$ cat src/rtl/bottle_fill_counter.sv
`default_nettype none
// ============================================================================
//  Module      : bottle_fill_counter
//  Description : Counting engine between the hopper pulse detector and the
//                bottling control FSM. Counts hopper pulses into a BCD pill
//                count for the current bottle, counts completed bottles in
//                BCD, flags bottle-full / batch-done and runs a sticky
//                hopper-starvation watchdog while filling.
//  Ports       :
//    clk_1khz       in   1   system clock, 1 kHz
//    switch_clr     in   1   reset, asynchronous, active-low
//    clear          in   1   synchronous clear, same effect as reset
//    count_en       in   1   high while the control FSM is in RUNNING
//    hopper_pulse   in   1   one-cycle pulse per pill dropped
//    bottle_ack     in   1   one-cycle pulse: next bottle in place
//    target_pills   in  12   BCD {hundreds,tens,ones}
//    target_bottles in   8   BCD {tens,ones}
//    now_pills      out 12   BCD pills in current bottle
//    now_bottles    out  8   BCD bottles completed
//    bottle_full    out  1   high in FULL
//    batch_done     out  1   high in DONE
//    starve         out  1   hopper watchdog expired (sticky)
//    state_o        out  2   IDLE=0 FILL=1 FULL=2 DONE=3
//  Revision    : 1.0 - initial release
// ============================================================================
module bottle_fill_counter #(
    parameter int HOPPER_TIMEOUT = 3000,
    parameter int TMR_W          = 12
) (
    input  logic        clk_1khz,
    input  logic        switch_clr,
    input  logic        clear,
    input  logic        count_en,
    input  logic        hopper_pulse,
    input  logic        bottle_ack,
    input  logic [11:0] target_pills,
    input  logic [7:0]  target_bottles,
    output logic [11:0] now_pills,
    output logic [7:0]  now_bottles,
    output logic        bottle_full,
    output logic        batch_done,
    output logic        starve,
    output logic [1:0]  state_o
);

    typedef enum logic [1:0] {
        IDLE = 2'd0,
        FILL = 2'd1,
        FULL = 2'd2,
        DONE = 2'd3
    } state_t;

    localparam logic [TMR_W-1:0] c_wd_max = TMR_W'(HOPPER_TIMEOUT - 1);

    // BCD increment of a three-digit value; the hundreds digit never needs
    // to wrap because the count stops at the latched target.
    function automatic logic [11:0] bcd_inc12(input logic [11:0] v);
        logic [11:0] r;
        r = v;
        if (v[3:0] != 4'd9) begin
            r[3:0] = v[3:0] + 4'd1;
        end else begin
            r[3:0] = 4'd0;
            if (v[7:4] != 4'd9) begin
                r[7:4] = v[7:4] + 4'd1;
            end else begin
                r[7:4]  = 4'd0;
                r[11:8] = v[11:8] + 4'd1;
            end
        end
        return r;
    endfunction

    function automatic logic [7:0] bcd_inc8(input logic [7:0] v);
        logic [7:0] r;
        r = v;
        if (v[3:0] != 4'd9) begin
            r[3:0] = v[3:0] + 4'd1;
        end else begin
            r[3:0] = 4'd0;
            r[7:4] = v[7:4] + 4'd1;
        end
        return r;
    endfunction

    state_t             r_state,   w_state;
    logic [11:0]        r_pills,   w_pills;
    logic [7:0]         r_bottles, w_bottles;
    logic [11:0]        r_tp,      w_tp;
    logic [7:0]         r_tb,      w_tb;
    logic [TMR_W-1:0]   r_wd,      w_wd;
    logic               r_starve,  w_starve;
    logic               r_full;
    logic               r_done;

    logic [11:0]        w_pills_inc;
    logic [7:0]         w_bottles_inc;
    logic [TMR_W-1:0]   w_wd_inc;

    assign w_pills_inc   = bcd_inc12(r_pills);
    assign w_bottles_inc = bcd_inc8(r_bottles);
    // Saturating watchdog step.
    assign w_wd_inc      = (r_wd == c_wd_max) ? c_wd_max : r_wd + TMR_W'(1);

    always_ff @(posedge clk_1khz or negedge switch_clr) begin
        if (!switch_clr) begin
            r_state   <= IDLE;
            r_pills   <= '0;
            r_bottles <= '0;
            r_tp      <= '0;
            r_tb      <= '0;
            r_wd      <= '0;
            r_starve  <= 1'b0;
            r_full    <= 1'b0;
            r_done    <= 1'b0;
        end else if (clear) begin
            r_state   <= IDLE;
            r_pills   <= '0;
            r_bottles <= '0;
            r_tp      <= '0;
            r_tb      <= '0;
            r_wd      <= '0;
            r_starve  <= 1'b0;
            r_full    <= 1'b0;
            r_done    <= 1'b0;
        end else begin
            r_state   <= w_state;
            r_pills   <= w_pills;
            r_bottles <= w_bottles;
            r_tp      <= w_tp;
            r_tb      <= w_tb;
            r_wd      <= w_wd;
            r_starve  <= w_starve;
            // Flags are registered from the next state so they appear on
            // the same edge as the count that caused them.
            r_full    <= (w_state == FULL);
            r_done    <= (w_state == DONE);
        end
    end

    always_comb begin
        w_state   = r_state;
        w_pills   = r_pills;
        w_bottles = r_bottles;
        w_tp      = r_tp;
        w_tb      = r_tb;
        w_wd      = r_wd;
        w_starve  = r_starve;
        case (r_state)
            IDLE: begin
                if (count_en) begin
                    w_tp = target_pills;
                    w_tb = target_bottles;
                    w_wd = '0;
                    if ((target_pills == 12'h000) || (target_bottles == 8'h00)) begin
                        w_state = DONE;
                    end else begin
                        w_state = FILL;
                    end
                end
            end
            FILL: begin
                // count_en low pauses everything, including the watchdog.
                if (count_en) begin
                    if (hopper_pulse) begin
                        w_pills  = w_pills_inc;
                        w_wd     = '0;
                        w_starve = 1'b0;
                        if (w_pills_inc == r_tp) begin
                            w_bottles = w_bottles_inc;
                            w_state   = (w_bottles_inc == r_tb) ? DONE : FULL;
                        end
                    end else begin
                        w_wd = w_wd_inc;
                        if (w_wd_inc == c_wd_max) begin
                            w_starve = 1'b1;
                        end
                    end
                end
            end
            FULL: begin
                w_wd     = '0;
                w_starve = 1'b0;
                // Ack does not need count_en; a coincident pulse is dropped.
                if (bottle_ack) begin
                    w_pills = '0;
                    w_state = FILL;
                end
            end
            DONE: begin
                // Frozen until clear or reset.
            end
            default: begin
                w_state = IDLE;
            end
        endcase
    end

    assign now_pills   = r_pills;
    assign now_bottles = r_bottles;
    assign bottle_full = r_full;
    assign batch_done  = r_done;
    assign starve      = r_starve;
    assign state_o     = r_state;

endmodule
`default_nettype wire

$ cat config.mk
export PLATFORM = sky130hd
export DESIGN_NAME = bottle_fill_counter
export DESIGN_NICKNAME = d
export VERILOG_FILES = /design/src/rtl/bottle_fill_counter.sv
export SDC_FILE = /design/constraint.sdc
export NUM_CORES = 1
export LEC_CHECK = 0
export BUFFER_PORTS_ARGS = -buffer_cell sky130_fd_sc_hd__buf_2
export CAP_MARGIN = 20
export CORE_UTILIZATION = 40
export CTS_BUF_LIST = sky130_fd_sc_hd__clkbuf_4
export DETAILED_ROUTE_END_ITERATION = 8
export HOLD_SLACK_MARGIN = 0.1
export PLACE_DENSITY_LB_ADDON = 0.05
export SLEW_MARGIN = 10
export SYNTH_ARGS = -nofsm -noshare
export SYNTH_HDL_FRONTEND = slang
export SYNTH_SLANG_ARGS = --single-unit
$ cat constraint.sdc
create_clock -name clk_1khz -period 2.85 [get_ports clk_1khz]
set_input_delay 0.285 -clock clk_1khz [delete_from_list [all_inputs] [get_ports clk_1khz]]
set_output_delay 0.285 -clock clk_1khz [all_outputs]
set_load 0.02 [all_outputs]
==> metrics.md <==
| Metric | Value |
|---|---|
| Status | finished clean |
| Setup TNS | 0 ns |
| Top layer in use | met4 |
| Routed vias/inst | 5.32 |
| Leak pwr | roughly 1.9 nW |
| Syn Nets | roughly 450 |
| Post-synthesis sequential area ratio | 0.394 |
| CTS Buffer Depth | 2 |
| Antenna violations before repair | 0 |
| Share of layout cells above drive strength 1 | 0.194 |
| Most frequent cells in the layout | 57 x dfrtp_1, 54 x o21ai_0, 50 x buf_2 |
| RSZ-0062 raised after global routing | false |
| Cell Pwr Density | 427 nW/µm² |
| DIE AREA | between 9000 and 10000 µm² |
| CTS tree | built |
| Overflow after GRT | 0 |
| Post-synth EDFFs | 0 |
| Gate Count Post-Synth | 417 |
| Final hold viol count | 0 |
| CTS Sinks | 57 |
| Skew-Pair Late Insertion Delay | 0.41 ns |
| Initial core utilization | 0.413 |
| FFs w/ async S/R, synth | 1.00 |
| Ys flop type | dfrtp_1 |
| CP Launch Type | register |
| Max cap viols | 0 |
| CTS Root Cell | clkbuf_4 |
| # IOs | 51 |
| Routed met2 length | ~3.6 mm |
| CP max stage delay | about 0.54 ns |
| Vias | between 3k and 4k |
| Detailed placer's ending HPWL | 6.28 mm |
| Area of the multi-input gates | around 2100 µm² |
| Slew HR | 0.495 |
| First-pass DRT Iterations | 4 |
| CP max-delay cell | or4b_1 |
| Routability cong. | between 0.8 and 0.9 |
| Postcts setup bufs | 0 |
| Area growth from synthesis to layout | 14.5% |
| Sequential cell area | between 1000 and 1500 µm² |
| Period utilization | 0.927 |
| First-pass GRT wire length | ~15 mm |
| CP Buf/Inv Count | 0 |
| Number of diodes | 0 |
| Worst vdd ir | around 0.24 mV |
| Max Transition Viols Final | 0 |
| Post-Route WL | between 8 and 9 mm |
| Final setup violation count | 0 |
| Setup Crit Path Kind | register to register |
| Vias in the first global route | between 2k and 3k |
| H-tree level count | 3 |
| Clock skew | about 0.015 ns |
| F_max | between 0.3 and 0.4 GHz |
| Fin cells | 587 |
| Placed Cells | around 570 |
| Pin count of the biggest net entering global routing | 58 |
| GRT Total Usage | 0.193 |
| Fin util | 0.473 |
| Avg WL per Cell | around 15 µm |
| Tightest Pin Transition | roughly 0.76 ns |
| Post-synth cell types | 57 |
| Core area | slightly below 9000 µm² |
| Arr. time, crit path | between 2 and 3 ns |
| Initial drt markers | about 130 |
| Die X-Extent | just under 100 µm |
| Top delay family on crit path | simple AND/OR/NAND/NOR gates |
| Syn Std Cell Area | between 3000 and 4000 µm² |
| Clock transition at the registers of the reported paths | around 0.1 ns |
| Filler cell count | approximately 890 |
| Post-Syn Area per Cell | 8.68 µm² |
| Nets | 510 |
| DRC viols | 0 |
| Worst Setup End Kind | register |
| Yosys warns | 0 |
| Critical-path maximum fanout | 10 |
| DRT met1 WL | between 4 and 5 mm |
| Met3 wire length | about 270 µm |
| Row cnt | 34 |
| Hold crit path type | primary input to register |
| Chip height | approximately 100 µm |
| CTS Buf Count | 9 |
| Antenna-violating nets left | 0 |
| Critical Path RT | approximately 3.2 ns |
| Commonest non-fill, non-tap cell in the layout | dfrtp_1 |
| FF+latch count, synth | 57 |
| PortBufs | 50 |
| Worst-path cell chain | nor2b_1 > or4b_1 > a21oi_2 > o211ai_2 > nor4_4 > nand3_4 > or4_1 > a21oi_1 |
| Min Clock Period, post-route | 2.64 ns |
sequential cells by signal, indices dropped and copies added (netlist names):
register,count
r_tp,12
now_bottles,8
batch_done,1
r_tb,8
r_wd,12
starve,1
now_pills,12
bottle_full,1
state_o,2
final timing paths:
path | start | endpoint | slack [ns] | cells after the start
max in group asynchronous | switch_clr | r_tp[11] | 1.79 | 3
max reg2reg | now_pills[8] | now_bottles[1] | 0.21 | 8
min in group asynchronous | switch_clr | r_wd[11] | 0.53 | 3
min | target_pills[7] | r_tp[7] | 0.13 | 3
max | now_pills[8] | now_bottles[1] | 0.21 | 8
min reg2reg | r_tb[0] | r_tb[0] | 0.50 | 2
worst reg2reg max path: cells and delay by family (launching register included):
family	cells	cell delay (ns)
flops	1	0.45
simple gates	5	1.70
compound gates	3	0.43
per-layer routing:
metal / up-vias / global-route usage
met1: 1453 / 0.282
met4: 0 / 0.0758
met2: 51 / 0.283
met3: 11 / 0.0309
met5: - / 0
li1: 1606 / -
where the power goes:
| group | total (mW) | leakage [nW] | switching [mW] | internal, mW |
|---|---|---|---|---|
| logic | 0.374 | 1.06 | 0.224 | 0.151 |
| clock network | 0.493 | 0.0512 | 0.325 | 0.168 |
| registers | 0.901 | 0.775 | 0.0471 | 0.854 |
synth_stat cells, types with 2 or more instances:
cell | count | area, µm²
nor2b_1 | 11 | 68.8
o21ai_0 | 54 | 270
o311ai_1 | 2 | 17.5
a21oi_1 | 12 | 60.1
a221o_1 | 2 | 20.0
nor2_1 | 27 | 101
nand3_1 | 16 | 80.1
o21ai_1 | 2 | 10.0
inv_1 | 13 | 48.8
a31oi_1 | 7 | 43.8
nand4_1 | 4 | 25.0
a22o_1 | 3 | 26.3
ha_1 | 9 | 113
or4_1 | 5 | 37.5
o22a_1 | 3 | 26.3
nor3_1 | 10 | 50.1
o22ai_1 | 4 | 25.0
o41ai_1 | 3 | 26.3
clkbuf_1 | 11 | 41.3
or3_1 | 3 | 18.8
dfrtp_1 | 57 | 1430
and3_1 | 4 | 25.0
nand3b_1 | 3 | 22.5
mux2i_1 | 5 | 50.1
o31ai_1 | 5 | 37.5
nor4_1 | 6 | 37.5
and3b_1 | 2 | 17.5
xor2_1 | 12 | 105
xnor2_1 | 16 | 140
nand2b_1 | 26 | 163
and2_1 | 2 | 12.5
buf_4 | 3 | 22.5
nand2_1 | 47 | 176
buf_2 | 5 | 25.0
what timing repair did:
item / in CTS / in global routing
resized for setup: 0 / 1
hold buffers: 1 / 0
endpoints found under the setup margin: 0 / 2
endpoints found under the hold margin: 57 / 0
cell families (layout without fill, tap and decap cells):
logic type               Yosys count  in the layout  share of synthesized area
AND/OR/NAND/NOR                  178            178                      0.269
AO/OA/AOI/OAI                    106            106                      0.179
flip-flops                        57             57                      0.394
buffers and inverters             33             95                     0.0411
XOR/XNOR                          29             29                     0.0722
adder cells (fa/ha/maj)            9              9                     0.0311
multiplexers                       5              5                     0.0138
metrics by stage:
stage | total power, mW | hold WS, ns | worst slack, ns | instance area (µm²)
2_1_floorplan | 1.16 | -0.0106 | 0.258 | 3620
3_3_place_gp | 1.30 | 0.470 | 0.265 | 4030
3_5_place_dp | 1.30 | 0.483 | 0.207 | 4030
4_1_cts | 1.79 | 0.114 | 0.157 | 4140
5_1_grt | 1.87 | 0.132 | 0.0383 | 4150
6_report | 1.77 | 0.132 | 0.207 | 4150
area by class of cell:
class                      instances  area share
multi-input combinational        327       0.495
sequential                        57       0.344
timing repair buffer              67      0.0918
tap                              108      0.0326
clock buffer                       9      0.0163
inverter                          13      0.0118
clock inverter                     6     0.00875
(Power assumes the default switching activity.)
